===== src/rtl/hub75_stream_loader_pkg.sv =====
// Shared types for the HUB75 stream loader: FSM state encoding.
package hub75_stream_loader_pkg;

    typedef enum logic [2:0] {
        ST_IDLE,
        ST_FILL,
        ST_ROW_STORE,
        ST_ROW_FLUSH,
        ST_FRAME_SWAP,
        ST_FRAME_WAIT
    } state_t;

endpackage


===== src/rtl/hub75_stream_loader.sv =====
// Feeds a raster pixel stream into the hub75_top frame buffer write port: fills the line
// buffer, stores each line into the back buffer and requests a frame swap at frame end.
module hub75_stream_loader
    import hub75_stream_loader_pkg::*;
#(
    parameter int N_BANKS     = 2,
    parameter int N_ROWS      = 32,
    parameter int N_COLS      = 64,
    parameter int BITDEPTH    = 24,
    parameter int LOG_N_BANKS = $clog2(N_BANKS),
    parameter int LOG_N_ROWS  = $clog2(N_ROWS),
    parameter int LOG_N_COLS  = $clog2(N_COLS)
) (
    input  logic                   clk,
    input  logic                   rst,
    input  logic [BITDEPTH-1:0]    in_data,
    input  logic                   in_sof,
    input  logic                   in_valid,
    output logic                   in_ready,
    output logic [LOG_N_BANKS-1:0] fbw_bank_addr,
    output logic [LOG_N_ROWS-1:0]  fbw_row_addr,
    output logic                   fbw_row_store,
    input  logic                   fbw_row_rdy,
    output logic                   fbw_row_swap,
    output logic [BITDEPTH-1:0]    fbw_data,
    output logic [LOG_N_COLS-1:0]  fbw_col_addr,
    output logic                   fbw_wren,
    output logic                   frame_swap,
    input  logic                   frame_rdy,
    output logic                   stat_busy,
    output logic                   stat_resync
);

    localparam int Y_W    = LOG_N_BANKS + LOG_N_ROWS;
    localparam int LAST_Y = N_BANKS * N_ROWS - 1;

    state_t                state, state_next;
    logic [LOG_N_COLS-1:0] col;
    logic [Y_W-1:0]        y;
    logic                  settle;

    logic accept, write_en, restart, store_fire, swap_fire, frame_done;
    logic last_col, last_line;

    assign in_ready  = (state == ST_IDLE) || (state == ST_FILL);
    assign accept    = in_valid && in_ready;
    assign last_col  = (col == LOG_N_COLS'(N_COLS - 1));
    assign last_line = (y == Y_W'(LAST_Y));
    assign stat_busy = (state != ST_IDLE);

    always_ff @(posedge clk or posedge rst) begin
        if (rst) state <= ST_IDLE;
        else     state <= state_next;
    end

    // NOTE: every always_comb output gets a default first so no path can infer a latch.
    always_comb begin
        state_next = state;
        write_en   = 1'b0;
        restart    = 1'b0;
        store_fire = 1'b0;
        swap_fire  = 1'b0;
        frame_done = 1'b0;
        case (state)
            ST_IDLE: begin
                if (accept && in_sof) begin
                    write_en   = 1'b1;
                    restart    = 1'b1;
                    state_next = ST_FILL;
                end
            end
            ST_FILL: begin
                if (accept) begin
                    write_en = 1'b1;
                    if (in_sof)        restart    = 1'b1;
                    else if (last_col) state_next = ST_ROW_STORE;
                end
            end
            ST_ROW_STORE: begin
                if (fbw_row_rdy) begin
                    store_fire = 1'b1;
                    state_next = last_line ? ST_ROW_FLUSH : ST_FILL;
                end
            end
            // settle masks the stale ready for one cycle after our own request
            ST_ROW_FLUSH: begin
                if (!settle && fbw_row_rdy) state_next = ST_FRAME_SWAP;
            end
            ST_FRAME_SWAP: begin
                if (frame_rdy) begin
                    swap_fire  = 1'b1;
                    state_next = ST_FRAME_WAIT;
                end
            end
            ST_FRAME_WAIT: begin
                if (!settle && frame_rdy) begin
                    frame_done = 1'b1;
                    state_next = ST_IDLE;
                end
            end
            default: state_next = ST_IDLE;
        endcase
    end

    always_ff @(posedge clk or posedge rst) begin
        if (rst) begin
            col           <= '0;
            y             <= '0;
            settle        <= 1'b0;
            fbw_wren      <= 1'b0;
            fbw_data      <= '0;
            fbw_col_addr  <= '0;
            fbw_row_store <= 1'b0;
            fbw_row_swap  <= 1'b0;
            fbw_bank_addr <= '0;
            fbw_row_addr  <= '0;
            frame_swap    <= 1'b0;
            stat_resync   <= 1'b0;
        end else begin
            fbw_wren      <= write_en;
            fbw_row_store <= store_fire;
            fbw_row_swap  <= store_fire;
            frame_swap    <= swap_fire;
            stat_resync   <= restart && (state == ST_FILL);
            settle        <= (store_fire && last_line) || swap_fire;

            if (write_en) begin
                fbw_data     <= in_data;
                fbw_col_addr <= restart ? '0 : col;
            end

            if (store_fire) begin
                fbw_bank_addr <= y[Y_W-1 -: LOG_N_BANKS];
                fbw_row_addr  <= y[LOG_N_ROWS-1:0];
            end

            if (restart) begin
                col <= LOG_N_COLS'(1);
                y   <= '0;
            end else if (write_en) begin
                col <= col + LOG_N_COLS'(1);
            end else if (store_fire) begin
                col <= '0;
                if (!last_line) y <= y + Y_W'(1);
            end else if (frame_done) begin
                col <= '0;
                y   <= '0;
            end
        end
    end

endmodule


===== config.mk =====
export PLATFORM = sky130hd
export DESIGN_NAME = hub75_stream_loader
export DESIGN_NICKNAME = d
export VERILOG_FILES = /design/src/rtl/hub75_stream_loader_pkg.sv /design/src/rtl/hub75_stream_loader.sv
export SDC_FILE = /design/constraint.sdc
export NUM_CORES = 1
export LEC_CHECK = 0
export CORE_UTILIZATION = 48
export CTS_BUF_LIST = sky130_fd_sc_hd__clkbuf_8
export CTS_CLUSTER_DIAMETER = 40
export CTS_CLUSTER_SIZE = 40
export DETAILED_ROUTE_END_ITERATION = 8
export PLACE_DENSITY = 0.82
export SLEW_MARGIN = 20
export SYNTH_ARGS = -nofsm -noshare
export SYNTH_HDL_FRONTEND = slang
export SYNTH_SLANG_ARGS = --single-unit

===== constraint.sdc =====
create_clock -name clk -period 2.1 [get_ports clk]
set_input_delay 0.21 -clock clk [delete_from_list [all_inputs] [get_ports clk]]
set_output_delay 0.21 -clock clk [all_outputs]
set_load 0.01 [all_outputs]

---- Yosys cells after proc, flatten, opt, wreduce, memory -nomap -nowiden ----
Index checks and enable logic that the tools add are counted.
storage, ports and cells
  flip-flop bits (word level) ............. 56
  input port bits ......................... 30
  output and inout bits ................... 43
  word-level logic and storage cells ...... 77
cells by class
  $add $sub $neg .......................... 2
  equality and inequality tests ........... 17
  multiplexer cells ....................... 31
  reductions and logical operators ........ 15
operators by type and width
  cell                                                                    count
  6-bit 2-to-1 mux                                                        9
  3-bit 2-to-1 mux                                                        8
  3-bit one-hot mux with 6 select lines                                   1
  2-bit != test (second input constant)                                   7
  6-bit by 1-bit adder with 6-bit output (second input constant)          2
  6-bit equality test (second input constant)                             2
  1-bit 2-to-1 mux                                                        10
  8-bit AND reduction                                                     1
  3-bit by 2-bit equality test with 1-bit output (second input constant)  2
  3-bit equality test (second input constant)                             2
  1-bit logical AND                                                       6
  3-bit nonzero test                                                      2
  2-bit by 1-bit != test with 1-bit output (second input constant)        2
  1-bit one-hot mux with 2 select lines                                   2
  4-bit nonzero test                                                      1
  3-bit by 1-bit equality test with 1-bit output (second input constant)  1
  3-bit logical NOT                                                       1
  3-bit != test (second input constant)                                   1
  3-bit AND reduction                                                     1
  1-bit logical OR                                                        2
  2-bit 2-to-1 mux                                                        1
  1-bit logical NOT                                                       1

---- Depth between registers and ports, before layout ----
  depth in word-level cells ............... 8
  depth in mapped cells ................... 7
  mapped depth without buffers ............ 5

---- Worst setup path before layout ----
OpenSTA, ideal clock, no wires.
  path type ............................... reg-to-reg
  start ................................... register state[2]
  end ..................................... register y[5]
  setup time .............................. 121 ps
  arrival ................................. 1,310 ps
  required time ........................... 1,979 ps
  setup slack ............................. 669 ps
  stages on the path, launching flop included .. 6
  path buffers ............................ 1
  period minus slack after synthesis ...... 1,431 ps
  cells stage by stage .................... dfrtp_1 > nand4bb_1 > buf_4 > o21a_1 > a22o_1 > a22o_1
between the ends
  longest elaborated chain between the ends .. 8
  elaborated cells on any way between the ends .. 21
  those cells by class .................... eq/ne: 5; mux: 10; reduce/logical: 6
RTL lines
  item                                                                                 line                                                  RTL
  start: declaration                                                                   hub75_stream_loader.sv:37                             state_t state, state_next;
  start signal: assignment                                                             hub75_stream_loader.sv:53                             else state <= state_next;
  3-bit by 1-bit equality test with 1-bit output or 3-bit logical NOT (tied branches)  hub75_stream_loader.sv:45, hub75_stream_loader.sv:64
  1-bit logical OR                                                                     hub75_stream_loader.sv:45                             assign in_ready = (state == ST_IDLE) || (state == ST_FILL);
  1-bit logical AND                                                                    hub75_stream_loader.sv:46                             assign accept = in_valid && in_ready;
  1-bit logical AND                                                                    hub75_stream_loader.sv:66                             if (accept && in_sof) begin
  1-bit 2-to-1 mux                                                                     hub75_stream_loader.sv:66
  1-bit one-hot mux with 2 select lines                                                hub75_stream_loader.sv:64                             case (state)
  3-bit != test (no source line), or another cell as far along                         n/a
  3-bit AND reduction (no source line)                                                 n/a
  end signal: assignment                                                               hub75_stream_loader.sv:144                            if (!last_line) y <= y + Y_W'(1);
  end: declaration                                                                     hub75_stream_loader.sv:39                             logic [Y_W-1:0] y;
Several ways; a longest one is shown, not always the timed one. The select of a mux whose other input is x is not followed.
A chain may end at the register's enable or synchronous reset.

---- Worst setup path in the final report ----
  start ................................... register state[0]
  end ..................................... output stat_busy
between the ends
  longest elaborated chain between the ends .. 1
RTL lines
  item                line                       RTL
  3-bit nonzero test  hub75_stream_loader.sv:49  assign stat_busy = (state != ST_IDLE);
  end: declaration    hub75_stream_loader.sv:30  output logic stat_busy,
Every way passes these cells.

==> summary.txt <==
Die height - 73.0 microns
HP Class - in -> async
Net count after synthesis - 289
Final ANT Viol Nets - 0
Std-Cell Rows - 25
CTS tree - built
Fin Setup TNS - 0 ns
Critical Path Start Type - flop
Clock Sinks - 56
Total CTS buffers - 5
Vias per inst - 5.07
Fin. max-slew vios - 0
Largest net degree at the start of global routing - 57
Post_cts resized - 0
Wire length per cell - 12.8 microns
WHS - 0.266 ns
Relative slew slack - 0.684
Fin util - 0.696
Seq/Total Area, Yosys - 0.579
Initial antenna violation count - 0
DIE AREA - 5330 sq um
CP Class - reg -> out
Gate Count Post-Synth - 257
All-layer global routing usage - 0.201
Final Net Count - 361
RD Place Congestion - 0.781
CTS max path bufs - 2
Top cell type's share of synthesized area - 0.579
Num ports - 73
Worst-path maximum fanout - 15
Crit end category - output port
Place WS - 0.278 ns
Layout cells sized above 1 - 0.0636
Post-layout instance area - 3330 sq um
Clk_skew - 0.00435 ns
Synth Cell Area - 2420 sq um
WL final - 5.09 mm
Core region area - 4790 sq um
Period utilization - 0.932
PortBufs - 72
CTS H-tree depth - 2
Fmax - 511 MHz
First-pass GRT wire length - 8.25 mm
Final HPWL DP - 3.63 mm
Antenna diodes - 0
Actual slew at the worst max-slew pin - 0.472 ns
Synthesis-to-layout area growth - 37.5%
Initial Util - 0.506
Non-Filler Instances - 397
DP Area - 3200 sq um
Status - complete, no violations
Yosys top cell by area - dfrtp_1
Vias in the first global route - 1865
Detailed-route via count - 2011
Leak - 1.58 nW
Dpl cells - 389
Initial DRC count - 103
Critical path arrival - 1.75 ns
Worst setup margin - 0.143 ns
Req. time, crit path - 1.89 ns
Cell variety after synth - 38
Hold buffers post-CTS - 0
DR pass1 iterations - 4
Number of synthesized register bits - 56
Clock transition at path regs - 0.10 ns
Max VDD drop - 0.366 mV
Yosys warns - 0
Syn Area/Cell - 9.42 sq um
Synth area leaders - dfrtp_1 58%, nand2_1 16%, a22o_1 2.5%
Period minus WS final - 1.96 ns
Clk root buf - clkbuf_8
Total power draw - 2.36 mW
Total congestion overflow - 0
Endpoints failing setup - 0
Unrepaired setup endpoints after global routing - no
DRC violations left - 0
Endpoints failing hold - 0
Max-cap viol count - 0
Die X-Extent - 73.0 microns
Setup Fix Bufs, Post-CTS - 0
Worst-skew pair later-pin latency - 0.31 ns
PD cells - 710 nW/um^2
==> synth_stat cells, drive strengths merged <==
cell type  number
nand2         106
dfrtp          56
o21ai          13
buf            11
a21oi           7
a22o            7
nand3           7
nor2            7
inv             4
nand2b          4
a31oi           3
and3            3
a21boi          2
a21o            2
a2bb2oi         2
ha              2
nand3b          2
nand4b          2
nand4bb         2
nor3            2
o211ai          2
o22ai           2
and2            1
and4b           1
clkbuf          1
mux2            1
o2111a          1
o21a            1
or2             1
or3             1
xnor2           1
==> power breakdown <==
group	switching, mW	total (mW)	leakage, nW	internal, mW
logic	0.165	0.380	0.796	0.215
clock network	0.339	0.760	0.0645	0.421
registers	0.0614	1.22	0.723	1.16
==> cell usage in the layout (no fill, tap or decap), drive strengths merged, types with 3 or more instances in the layout <==
master         count
nand3              7
buf                5
inv                4
clkbuf             7
a21oi              7
nor2               7
clkdlybuf4s50     72
a22o               7
nand2b             4
and3               3
dfrtp             56
nand2            106
a31oi              3
o21ai             13
==> logic make-up after synthesis <==
group                      Yosys count  synth area share
muxes                                1           0.00465
adders and majority gates            2            0.0103
AOI/OAI and AO/OA                   42             0.115
and+or+nand+nor                    139             0.251
DFF                                 56             0.579
buffers and inverters               16            0.0362
xor gates and xnor gates             1           0.00362
==> per-layer routing <==
metal / wire length [microns] / GRT usage / vias to the layer above
li1: - / - / 1001
met4: 43 / 0.0523 / 0
met5: 0 / 0 / -
met1: 2330 / 0.255 / 944
met2: 2430 / 0.349 / 62
met3: 292 / 0.0414 / 4
==> registers in the layout (all words and copies together) (netlist names), 3 cells and up <==
| name | cells |
|---|---|
| y | 6 |
| fbw_col_addr | 6 |
| fbw_data | 24 |
| state | 3 |
| fbw_row_addr | 5 |
| col | 6 |
==> area by class of cell <==
cell class                      count  area (sq um)
Fill cell                         370          1460
Tap cell                           67          83.8
Inverter                            4          15.0
Clock inverter                      1          30.0
Clock buffer                        7          96.3
Timing Repair Buffer               77           771
Multi-Input combinational cell    185           932
Sequential cell                    56          1400
==> worst paths after layout <==
path	slack, ns	end	start	cells past startpoint
worst min register to register	0.48	fbw_data[22]	fbw_data[22]	2
max in group asynchronous	1.59	fbw_data[19]	rst	3
worst min-delay path	0.27	fbw_row_addr[1]	rst	3
min in group clk	0.42	fbw_data[22]	in_data[22]	3
worst max-delay path	0.14	stat_busy	state[0]	2
worst max register to register	0.39	fbw_col_addr[3]	state[0]	3
==> critical path, cell delays in order, from the launching register on <==
cell and delay (ns):
dfrtp_1 0.54, or3_1 0.42, clkdlybuf4s50_1 0.48
Note: power is estimated with default switching activity, not from simulation.
